File: src/rtl/pwm_capture.sv
// pwm_capture: measures the high time and period of an asynchronous PWM input in clk cycles.
// Each complete period yields one d_out/t_out pair with a valid strobe; a sticky flag marks a dead input.
module pwm_capture #(
  parameter int WIDTH   = 32,
  parameter int TIMEOUT = 2_000_000
) (
  input  logic             clk,
  input  logic             reset,
  input  logic             enable,
  input  logic             pwm_in,
  output logic [WIDTH-1:0] d_out,
  output logic [WIDTH-1:0] t_out,
  output logic             valid,
  output logic             timeout
);

  localparam logic [WIDTH-1:0] LIMIT = WIDTH'(TIMEOUT - 1);
  localparam logic [WIDTH-1:0] ONE   = WIDTH'(1);
  localparam logic [WIDTH-1:0] ZERO  = '0;

  typedef enum logic [1:0] {IDLE, HIGH, LOW} state_t;

  state_t           state_reg;
  logic             sync1_reg;
  logic             s_reg;
  logic             s_prev_reg;
  logic [WIDTH-1:0] cnt_hi_reg;
  logic [WIDTH-1:0] cnt_per_reg;

  logic rise;
  logic fall;
  logic expired;

  assign rise    = s_reg & ~s_prev_reg;
  assign fall    = ~s_reg & s_prev_reg;
  // A rise on the threshold cycle still closes the period normally.
  assign expired = (cnt_per_reg == LIMIT) && !rise;

  always_ff @(posedge clk) begin
    if (reset) begin
      state_reg   <= IDLE;
      sync1_reg   <= 1'b0;
      s_reg       <= 1'b0;
      s_prev_reg  <= 1'b0;
      cnt_hi_reg  <= ZERO;
      cnt_per_reg <= ZERO;
      d_out       <= ZERO;
      t_out       <= ZERO;
      valid       <= 1'b0;
      timeout     <= 1'b0;
    end else begin
      sync1_reg  <= pwm_in;
      s_reg      <= sync1_reg;
      s_prev_reg <= s_reg;
      valid      <= 1'b0;

      if (!enable) begin
        state_reg   <= IDLE;
        cnt_hi_reg  <= ZERO;
        cnt_per_reg <= ZERO;
      end else begin
        case (state_reg)
          IDLE: begin
            if (rise) begin
              state_reg   <= HIGH;
              cnt_hi_reg  <= ONE;
              cnt_per_reg <= ONE;
              timeout     <= 1'b0;
            end
          end
          HIGH: begin
            if (expired) begin
              state_reg   <= IDLE;
              cnt_hi_reg  <= ZERO;
              cnt_per_reg <= ZERO;
              timeout     <= 1'b1;
            end else begin
              cnt_per_reg <= cnt_per_reg + ONE;
              if (fall) begin
                state_reg <= LOW;
              end else begin
                cnt_hi_reg <= cnt_hi_reg + ONE;
              end
            end
          end
          LOW: begin
            if (rise) begin
              d_out       <= cnt_hi_reg;
              t_out       <= cnt_per_reg;
              valid       <= 1'b1;
              state_reg   <= HIGH;
              cnt_hi_reg  <= ONE;
              cnt_per_reg <= ONE;
            end else if (expired) begin
              state_reg   <= IDLE;
              cnt_hi_reg  <= ZERO;
              cnt_per_reg <= ZERO;
              timeout     <= 1'b1;
            end else begin
              cnt_per_reg <= cnt_per_reg + ONE;
            end
          end
          default: begin
            state_reg   <= IDLE;
            cnt_hi_reg  <= ZERO;
            cnt_per_reg <= ZERO;
          end
        endcase
      end
    end
  end

endmodule

File: config.mk
export PLATFORM = sky130hd
export DESIGN_NAME = pwm_capture
export DESIGN_NICKNAME = d
export VERILOG_FILES = /design/src/rtl/pwm_capture.sv
export SDC_FILE = /design/constraint.sdc
export NUM_CORES = 1
export LEC_CHECK = 0
export BUFFER_PORTS_ARGS = -buffer_cell sky130_fd_sc_hd__buf_2
export CAP_MARGIN = 20
export CORE_AREA = 3 3 104 131
export CTS_CLUSTER_SIZE = 25
export DETAILED_ROUTE_END_ITERATION = 7
export DIE_AREA = 0 0 107 134
export PLACE_DENSITY = 0.68
export SLEW_MARGIN = 40
export SYNTH_ARGS = -nofsm -noshare
export SYNTH_HDL_FRONTEND = slang
export SYNTH_SLANG_ARGS = --single-unit
File: constraint.sdc
create_clock -name clk -period 2.4 [get_ports clk]
set_clock_uncertainty 0.2 [all_clocks]
set_input_delay 0.12 -clock clk [delete_from_list [all_inputs] [get_ports clk]]
set_output_delay 0.12 -clock clk [all_outputs]
set_load 0.005 [all_outputs]
==> results.cfg, run 1 <==
[finish]
layout_commonest_cell = nand2_1
instances_no_fill = 1122
postLayoutCoreUtil = 0.6815
final_nets = 951
final_cell_mix = nand2_1 (165), dfxtp_1 (130), buf_4 (98)
area_delta_synth_final_pct = 38.69
fin_area_mm2 = 0.008589
antenna_cells = 0
layout-drive-gt1-share = 0.2935

[logic_synthesis]
synth_cells = 793
syn-num-nets = 803
syn_area_mm2 = 0.006193
asyncSetResetFlopFracSynth = 0
yosysTopAreaCellShare = 0.4364
avgSynthCellArea_um2 = 7.810
synth_ff_type = dfxtp_1
synth.area.top_cells = dfxtp_1 (44%), nand2_1 (10%), a21oi_1 (7.2%), nor2_1 (2.8%), nand3_1 (2.7%)
yosys.area.top_type = dfxtp_1
synth_warnings = 0
ys_types = 60
ys_seq_area_frac = 0.4364
synth-edff-count = 0
ys_seq_elements = 135

[grt]
grt_pass1_vias = 6548
grt_overflow = 0
antenna_found_initial = 0
grt.total_usage = 0.2626
grt_start_max_net_pins = 45
grt_pass1_wl_um = 30850

[drt]
routed_wl_um = 19730
avgViaCountPerCell = 5.988
vias = 6718
drt_iter0_drc = 518
dr.pass1.iters = 5
drc = 0
postRouteAntennaNets = 0
wl_per_cell_um = 17.58

[die]
ios = 70
die_area_mm2 = 0.01434
initial_utilization = 0.4914
dieHeight_um = 134
fp.dieW_um = 107
rows = 46
core_area_mm2 = 0.01260

[timing]
hold_viol = 0
period_needed_ns = 2.565
relSlewSlack = 0.4830
setup_tns_ns = -4.868
layout_setup_ws_ns = -0.1651
period_share = 1.069
rsz0062_at_grt = true
setup-violations-final = 50
worst_slew_pin_slew_ns = 0.7739
clock.fmax_mhz = 389.9
slew_viol_final = 0

[placed_design]
place_congestion = 0.9355
dpl-instance-area_mm2 = 0.007336
io_buffers = 69
placed_cells = 1075
hpwl_um = 13040

[clock_tree]
clk_latency_ns = 0.42
cts_root_buffer = clkbuf_16
clk_pin_slew_ns = 0.06
cts_tree = done
cts-buffers-inserted = 17
h-tree-depth = 4
clock_sinks = 135
cts_max_path_buffers = 2

[power_and_ir_drop]
peakVddDrop_mv = 0.4461
power_leakage_nw = 3.157
p_per_area_mw_per_mm2 = 624.4
total_power_mw = 5.363

[min_path]
min_path_type = in -> reg

[critical_path]
crit_type = reg -> reg
crit_path_end_kind = flop
crit_fanout = 4
crit_arrival_ns = 2.71
start_kind = flop
required_ns = 2.55

[status]
outcome = finished with violations
violations = negative setup slack

[run]
maxCapViolations = 0
==> layout make-up <==
cell class | count | area, µm²
clock buffer | 18 | 439.2
sequential | 135 | 2711
tap | 168 | 210.2
fill | 972 | 4015
timing repair buffer | 187 | 1343
clock inverter | 14 | 221.5
multi-input combinational | 589 | 3623
inverter | 11 | 41.29
==> critical path: stages (launching register included) <==
cell and delay [ns]:
dfxtp_4 0.36, nor4_4 0.30, buf_4 0.16, nand4_1 0.14
or2_4 0.30, o31a_1 0.32, or4_4 0.54, a21boi_2 0.16
==> synthesized netlist by cell type (all sizes together) (2+ instances only) <==
cell and instances:
a211oi 10, a21boi 2, a21o 2, a21oi 89, a22oi 3, a311oi 5
a31oi 7, a41oi 2, and2 4, and3 12, and4 5, buf 14
clkbuf 44, dfxtp 135, ha 6, inv 11, nand2 166, nand2b 5
nand3 34, nand3b 2, nand4 17, nor2 46, nor2b 8, nor3 16
nor3b 3, nor4 22, nor4b 3, o211ai 2, o21ai 35, o311ai 10
o31a 2, o31ai 13, o41ai 9, or2 4, or3 9, or4 4
xnor2 6, xor2 13
==> path summary, 6_finish.rpt <==
path	slack (ns)	start	cells past startpoint	endpoint
max	-0.17	cnt_per_reg[27]	7	cnt_hi_reg[6]
min	0.02	reset	3	s_prev_reg
max reg2reg	-0.17	cnt_per_reg[27]	7	cnt_hi_reg[6]
min reg2reg	0.25	t_out[4]	2	t_out[4]
==> metrics by stage <==
| stage | setup WS [ns] | hold slack [ns] |
|---|---|---|
| 3_3_place_gp | -0.2149 | 0.1599 |
| 2_1_floorplan | -0.03004 | 0.03007 |
| 3_5_place_dp | -0.2339 | 0.1714 |
| 6_report | -0.1651 | 0.01827 |
| 4_1_cts | -0.06353 | 0.004590 |
| 5_1_grt | -0.1897 | 0.01307 |
==> power breakdown <==
part / switching, mW / internal, mW / total, mW
Sequential: 0.00273 / 2.24 / 2.25
Combinational: 0.135 / 0.0671 / 0.202
Clock: 1.03 / 1.88 / 2.92
Total: 1.17 / 4.19 / 5.36
==> routing by layer <==
layer	wire length [µm]	vias to the layer above	global-route usage
met3	1130	66	0.04574
met1	7709	3203	0.3035
met4	733	0	0.1429
met2	10160	307	0.4580
li1	-	3142	-
met5	0	-	0
==> repair_timing <==
| item | CTS | global route |
|---|---|---|
| hold buffers | 2 | 0 |
| endpoints found under the setup margin | 58 | 63 |
| pin swaps | 7 | 12 |
| gates cloned | 0 | 1 |
| hold endpoints to repair | 2 | 0 |
| setup buffers | 7 | 7 |
| resized for setup | 46 | 54 |
==> kinds of logic (layout without fill, tap and decap cells) <==
| group | after synthesis | count (layout) | share of synthesized area |
|---|---|---|---|
| fa+ha+maj | 6 | 6 | 0.01212 |
| mux | 1 | 1 | 0.001616 |
| compound gates | 200 | 200 | 0.2006 |
| buf+inv | 69 | 230 | 0.04343 |
| flops | 135 | 135 | 0.4364 |
| simple gates | 363 | 363 | 0.2790 |
| xor+xnor | 19 | 19 | 0.02687 |
Note: power is estimated with default switching activity, not from simulation.
==> inputs of run 2 (changes only) <==
ABC_AREA = 1   (was default)
CORE_AREA = 3 3 107 135   (was 3 3 104 131)
DIE_AREA = 0 0 110 138   (was 0 0 107 134)
==> run 2 against run 1 <==
Compared with the run above: the run now ends clean; critical path depth grew 6; via count down 2.7%; sequential power barely moved; design area shrank 6.6%; hold slack improved by 0.052 ns; cell count rose by 13%; worst setup slack better by 0.36 ns; first-iteration DRC count down 39%; power fell by 1.4%; clock power decreased by 2%.
==> results.cfg, run 2 <==
[clock_tree]
clock_sinks = 135
cts_setup_buffers = 0
h-tree-depth = 4
cts_max_path_buffers = 2
clk_latency_ns = 0.43
clk_pin_slew_ns = 0.06
cts_tree = done
cts-buffers-inserted = 17
cts_root_buffer = clkbuf_16

[placed_design]
io_buffers = 69
hpwl_um = 12690
place_congestion = 0.9092
place_ws_ns = 0.1291

[critical_path]
crit_arrival_ns = 2.32
required_ns = 2.51
start_kind = flop
crit_type = reg -> reg
r2r-start = cnt_per_reg[0]
crit_fanout = 28
crit_path_end_kind = flop
cp-startpoint = cnt_per_reg[0]

[timing]
relSlewSlack = 0.5144
period_needed_ns = 2.210
hold_ws_ns = 0.07041
setup-violations-final = 0
hold_viol = 0
slew_viol_final = 0
period_share = 0.9207
clock.fmax_mhz = 452.6
worst_slew_pin_slew_ns = 0.7285
layout_setup_ws_ns = 0.1904

[logic_synthesis]
yosys.area.top_type = dfxtp_1
syn_area_mm2 = 0.006625
synth-edff-count = 0
synth_warnings = 0
synth_most_common_cell = nand2_1
ys_seq_elements = 135
syn-num-nets = 1007
ys_types = 34
synth.area.top_cells = dfxtp_1 (41%), nand2_1 (15%), nand3_1 (9.1%), nor2_1 (7.9%), a21oi_1 (6.5%)
synth_ff_type = dfxtp_1
yosys-top-cells-count = nand2_1 (259), nor2_1 (139), dfxtp_1 (135)
ys_seq_area_frac = 0.4079
synth_cells = 997
yosysTopAreaCellShare = 0.4079
asyncSetResetFlopFracSynth = 0
avgSynthCellArea_um2 = 6.645

[power_and_ir_drop]
combPwrFrac = 0.032
p_int_mw = 4.156
peakVddDrop_mv = 0.4340
total_power_mw = 5.286
power_leakage_nw = 3.228
p_sw_mw = 1.130
swShare = 0.2137
p_seq_frac = 0.426
p_per_area_mw_per_mm2 = 659.1
clockPowerShare = 0.542

[die]
die_area_mm2 = 0.01518
ios = 70
dieHeight_um = 138
rows = 47
initial_utilization = 0.5007
fp.dieW_um = 110
core_area_mm2 = 0.01323

[min_path]
min_path_type = in -> reg
min_from = enable

[finish]
area_delta_synth_final_pct = 21.06
layout.filler_cells = 1312
seqCellArea_mm2 = 0.002704
antenna_cells = 0
final_cell_mix = nand2_1 (257), nor2_1 (135), dfxtp_1 (134)
layout-drive-gt1-share = 0.1522
multi_input_area_mm2 = 0.003395
layout_commonest_cell = nand2_1
final_nets = 1094

[run]
maxCapViolations = 0

[status]
outcome = completed

[grt]
grt_start_max_net_pins = 69
grt_pass1_wl_um = 30250
grt_overflow = 0
grt.total_usage = 0.2510
antenna_found_initial = 0
grt_pass1_vias = 6247

[drt]
vias = 6536
wl_per_cell_um = 14.31
drt_iter0_drc = 316
avgViaCountPerCell = 5.155
drc = 0
postRouteAntennaNets = 0
dr.pass1.iters = 5
routed_wl_um = 18140
==> run 2: what timing repair did <==
action                     CTS  global route
hold buffers                 1             0
resized for setup            0             8
setup endpoints to repair    0            22
hold endpoints to repair     1             0
==> run 2: critical path, cell delays in order (launching register included) <==
cell	delay (ns)
dfxtp_1	0.39
ha_1	0.19
nand3_1	0.12
inv_2	0.10
nand2_1	0.07
nor2_2	0.19
nand3_2	0.13
nand2_1	0.08
nand2_1	0.12
nand2_1	0.09
nand2_1	0.07
nand2_2	0.08
buf_12	0.18
a21oi_1	0.06
==> run 2: cells by family after synthesis <==
family	Yosys count	synth area share
AND/OR/NAND/NOR	580	0.3754
buffers and inverters	140	0.08347
flip-flops	135	0.4079
AO/OA/AOI/OAI	107	0.08348
XOR/XNOR	29	0.03834
adder cells (fa/ha/maj)	6	0.01133
==> run 2: cell type report <==
type,count,area share
Clock buffer,20,0.05569
Clock inverter,12,0.02481
Inverter,95,0.04477
Multi-Input combinational cell,722,0.4232
Sequential cell,135,0.3371
Tap cell,171,0.02668
Timing Repair Buffer,113,0.08768
==> run 2: through the flow <==
stage,TNS (ns),instances,instance area [µm²],util
global route,-0.002805,1268,8020,0.6061
detailed placement,0,1235,7347,0.5553
floorplan,0,997,6625,-
global placement,0,1235,7347,0.5553
finish,0,1268,8020,0.6061
CTS,0,1268,8003,0.6048
==> run 2: metal layers <==
| metal | up-vias | track usage | routed length [µm] |
|---|---|---|---|
| met5 | - | 0 | 0 |
| met4 | 0 | 0.1215 | 622 |
| met3 | 45 | 0.04757 | 736 |
| met2 | 136 | 0.4373 | 9409 |
| met1 | 2981 | 0.2875 | 7373 |
| li1 | 3374 | - | - |
==> run 2: path summary, 6_finish.rpt <==
kind | to | slack (ns) | depth (start not counted)
worst min-delay path | d_out[5] | 0.07 | 4
worst min register to register | s_reg | 0.21 | 2
worst max register to register | cnt_per_reg[23] | 0.19 | 13
worst max-delay path | cnt_per_reg[23] | 0.19 | 13
==> run 2: power groups by stage <==
stage	Combinational, mW	Sequential [mW]	Clock [mW]
3_5_place_dp	0.167	2.30	0
5_1_grt	0.189	2.25	3.00
4_1_cts	0.169	2.25	2.91
6_report	0.171	2.25	2.86
3_3_place_gp	0.167	2.30	0
2_1_floorplan	0.114	2.30	0
==> inputs of run 3 (changes only) <==
CELL_PAD_IN_SITES_DETAIL_PLACEMENT = 1   (was default)
CELL_PAD_IN_SITES_GLOBAL_PLACEMENT = 1   (was default)
CORE_AREA = 3 3 123 154   (was 3 3 107 135)
DIE_AREA = 0 0 126 157   (was 0 0 110 138)
PLACE_DENSITY = 0.72   (was 0.68)
RECOVER_POWER = 100   (was default)
==> run 3 against run 2 <==
Compared with the run above: the flow now finishes with violations (max-capacitance violations, max-slew violations); sequential power about the same; via count up 4.6%; wire length up 17%; register-to-register slack about the same; non-clock buffer count up 15.
==> results.cfg, run 3 (synthesized netlist as in run 2, its figures left out) <==
[status]
outcome = finished with violations
violations = max-capacitance violations, max-slew violations

[timing]
worst_slew_pin_slew_ns = 1.501
setup_tns_ns = 0
period_needed_ns = 2.218
slew_viol_final = 68
rsz0062_at_grt = false
relSlewSlack = -0.0005846
hold_viol = 0
setup-violations-final = 0
clock.fmax_mhz = 450.8
hold_ws_ns = 0.08441
period_share = 0.9243

[critical_path]
required_ns = 2.55
cp-startpoint = cnt_per_reg[1]
r2r-start = cnt_per_reg[1]
crit_fanout = 15
rrSetupSlack_ns = 0.18
crit_type = reg -> reg
start_kind = flop
crit_arrival_ns = 2.36
crit_path_end_kind = flop

[placed_design]
place_congestion = 0.8904
io_buffers = 69
hpwl_um = 15180

[grt]
grt_start_max_net_pins = 69
grt_pass1_wl_um = 35340
grt.total_usage = 0.2219
grt_overflow = 0
grt_pass1_vias = 7119
antenna_found_initial = 0

[die]
fp.dieW_um = 126
dieHeight_um = 157
initial_utilization = 0.3771
rows = 54
die_area_mm2 = 0.01978
core_area_mm2 = 0.01757
ios = 70

[power_and_ir_drop]
total_power_mw = 5.306
p_per_area_mw_per_mm2 = 653.5
peakVddDrop_mv = 0.4539
power_leakage_nw = 3.124

[finish]
final_cell_mix = nand2_1 (256), nor2_1 (137), dfxtp_1 (134)
layout-drive-gt1-share = 0.1260
final_nets = 1109
multi_input_area_mm2 = 0.003387
layout.filler_cells = 2345
seqCellArea_mm2 = 0.002704
antenna_cells = 0
layout_commonest_cell = nand2_1
area_delta_synth_final_pct = 22.55

[drt]
wl_per_cell_um = 15.96
drt_iter0_drc = 245
vias = 6839
postRouteAntennaNets = 0
avgViaCountPerCell = 5.123
routed_wl_um = 21310
drc = 0
dr.pass1.iters = 4

[min_path]
min_from = enable
min_path_type = in -> reg

[clock_tree]
h-tree-depth = 4
clock_sinks = 135
cts_root_buffer = clkbuf_16
cts_tree = done
cts_max_path_buffers = 2
cts-buffers-inserted = 17
cts_setup_buffers = 0
clk_latency_ns = 0.43
clk_pin_slew_ns = 0.06

[run]
maxCapViolations = 1
[run 3: what timing repair did]
action | CTS | global route
endpoints found under the hold margin | 1 | 0
hold buffers | 1 | 0
resized for setup | 1 | 9
endpoints found under the setup margin | 2 | 30
[run 3: critical path, cell delays in order (launching register included)]
cell     delay [ns]
dfxtp_1        0.37
ha_1           0.18
nand3_1        0.12
inv_2          0.11
nand2_1        0.07
nor2_2         0.13
nand2_2        0.10
a21oi_4        0.18
nand2_4        0.07
buf_4          0.19
inv_6          0.14
nand2_1        0.11
o21ai_0        0.17
[run 3: area by class of cell]
| cell class | count | area share |
|---|---|---|
| Multi-Input combinational cell | 722 | 0.4172 |
| Sequential cell | 135 | 0.3330 |
| Clock buffer | 19 | 0.05455 |
| Clock inverter | 12 | 0.02466 |
| Inverter | 95 | 0.04454 |
| Tap cell | 224 | 0.03452 |
| Timing Repair Buffer | 128 | 0.09154 |
[run 3: path summary, 6_finish.rpt]
path                         end  cells after the start
hold reg to reg            s_reg                      2
setup reg to reg  cnt_hi_reg[25]                     12
setup / recovery  cnt_hi_reg[25]                     12
hold / removal          d_out[4]                      4
[run 3: per-stage QoR]
| step | cell area, µm² | cells | setup WS [ns] | util |
|---|---|---|---|---|
| floorplan | 6625 | 997 | 0.3911 | - |
| global placement | 7513 | 1303 | 0.06367 | 0.4277 |
| detailed placement | 7513 | 1303 | 0.04801 | 0.4277 |
| CTS | 8167 | 1335 | 0.05480 | 0.4649 |
| global route | 8119 | 1335 | 0.002368 | 0.4622 |
| finish | 8119 | 1335 | 0.1818 | 0.4622 |
[run 3: where the power goes]
part / internal (mW) / switching [mW]
logic: 0.0440 / 0.139
registers: 2.25 / 0.00430
clock network: 1.86 / 1.01
[run 3: metal layers]
layer	track usage	up-vias	part of all wire
li1	-	3399	-
met1	0.2415	3294	0.41
met2	0.4210	102	0.54
met3	0.03496	44	0.021
met4	0.1007	0	0.035
met5	0	-	0
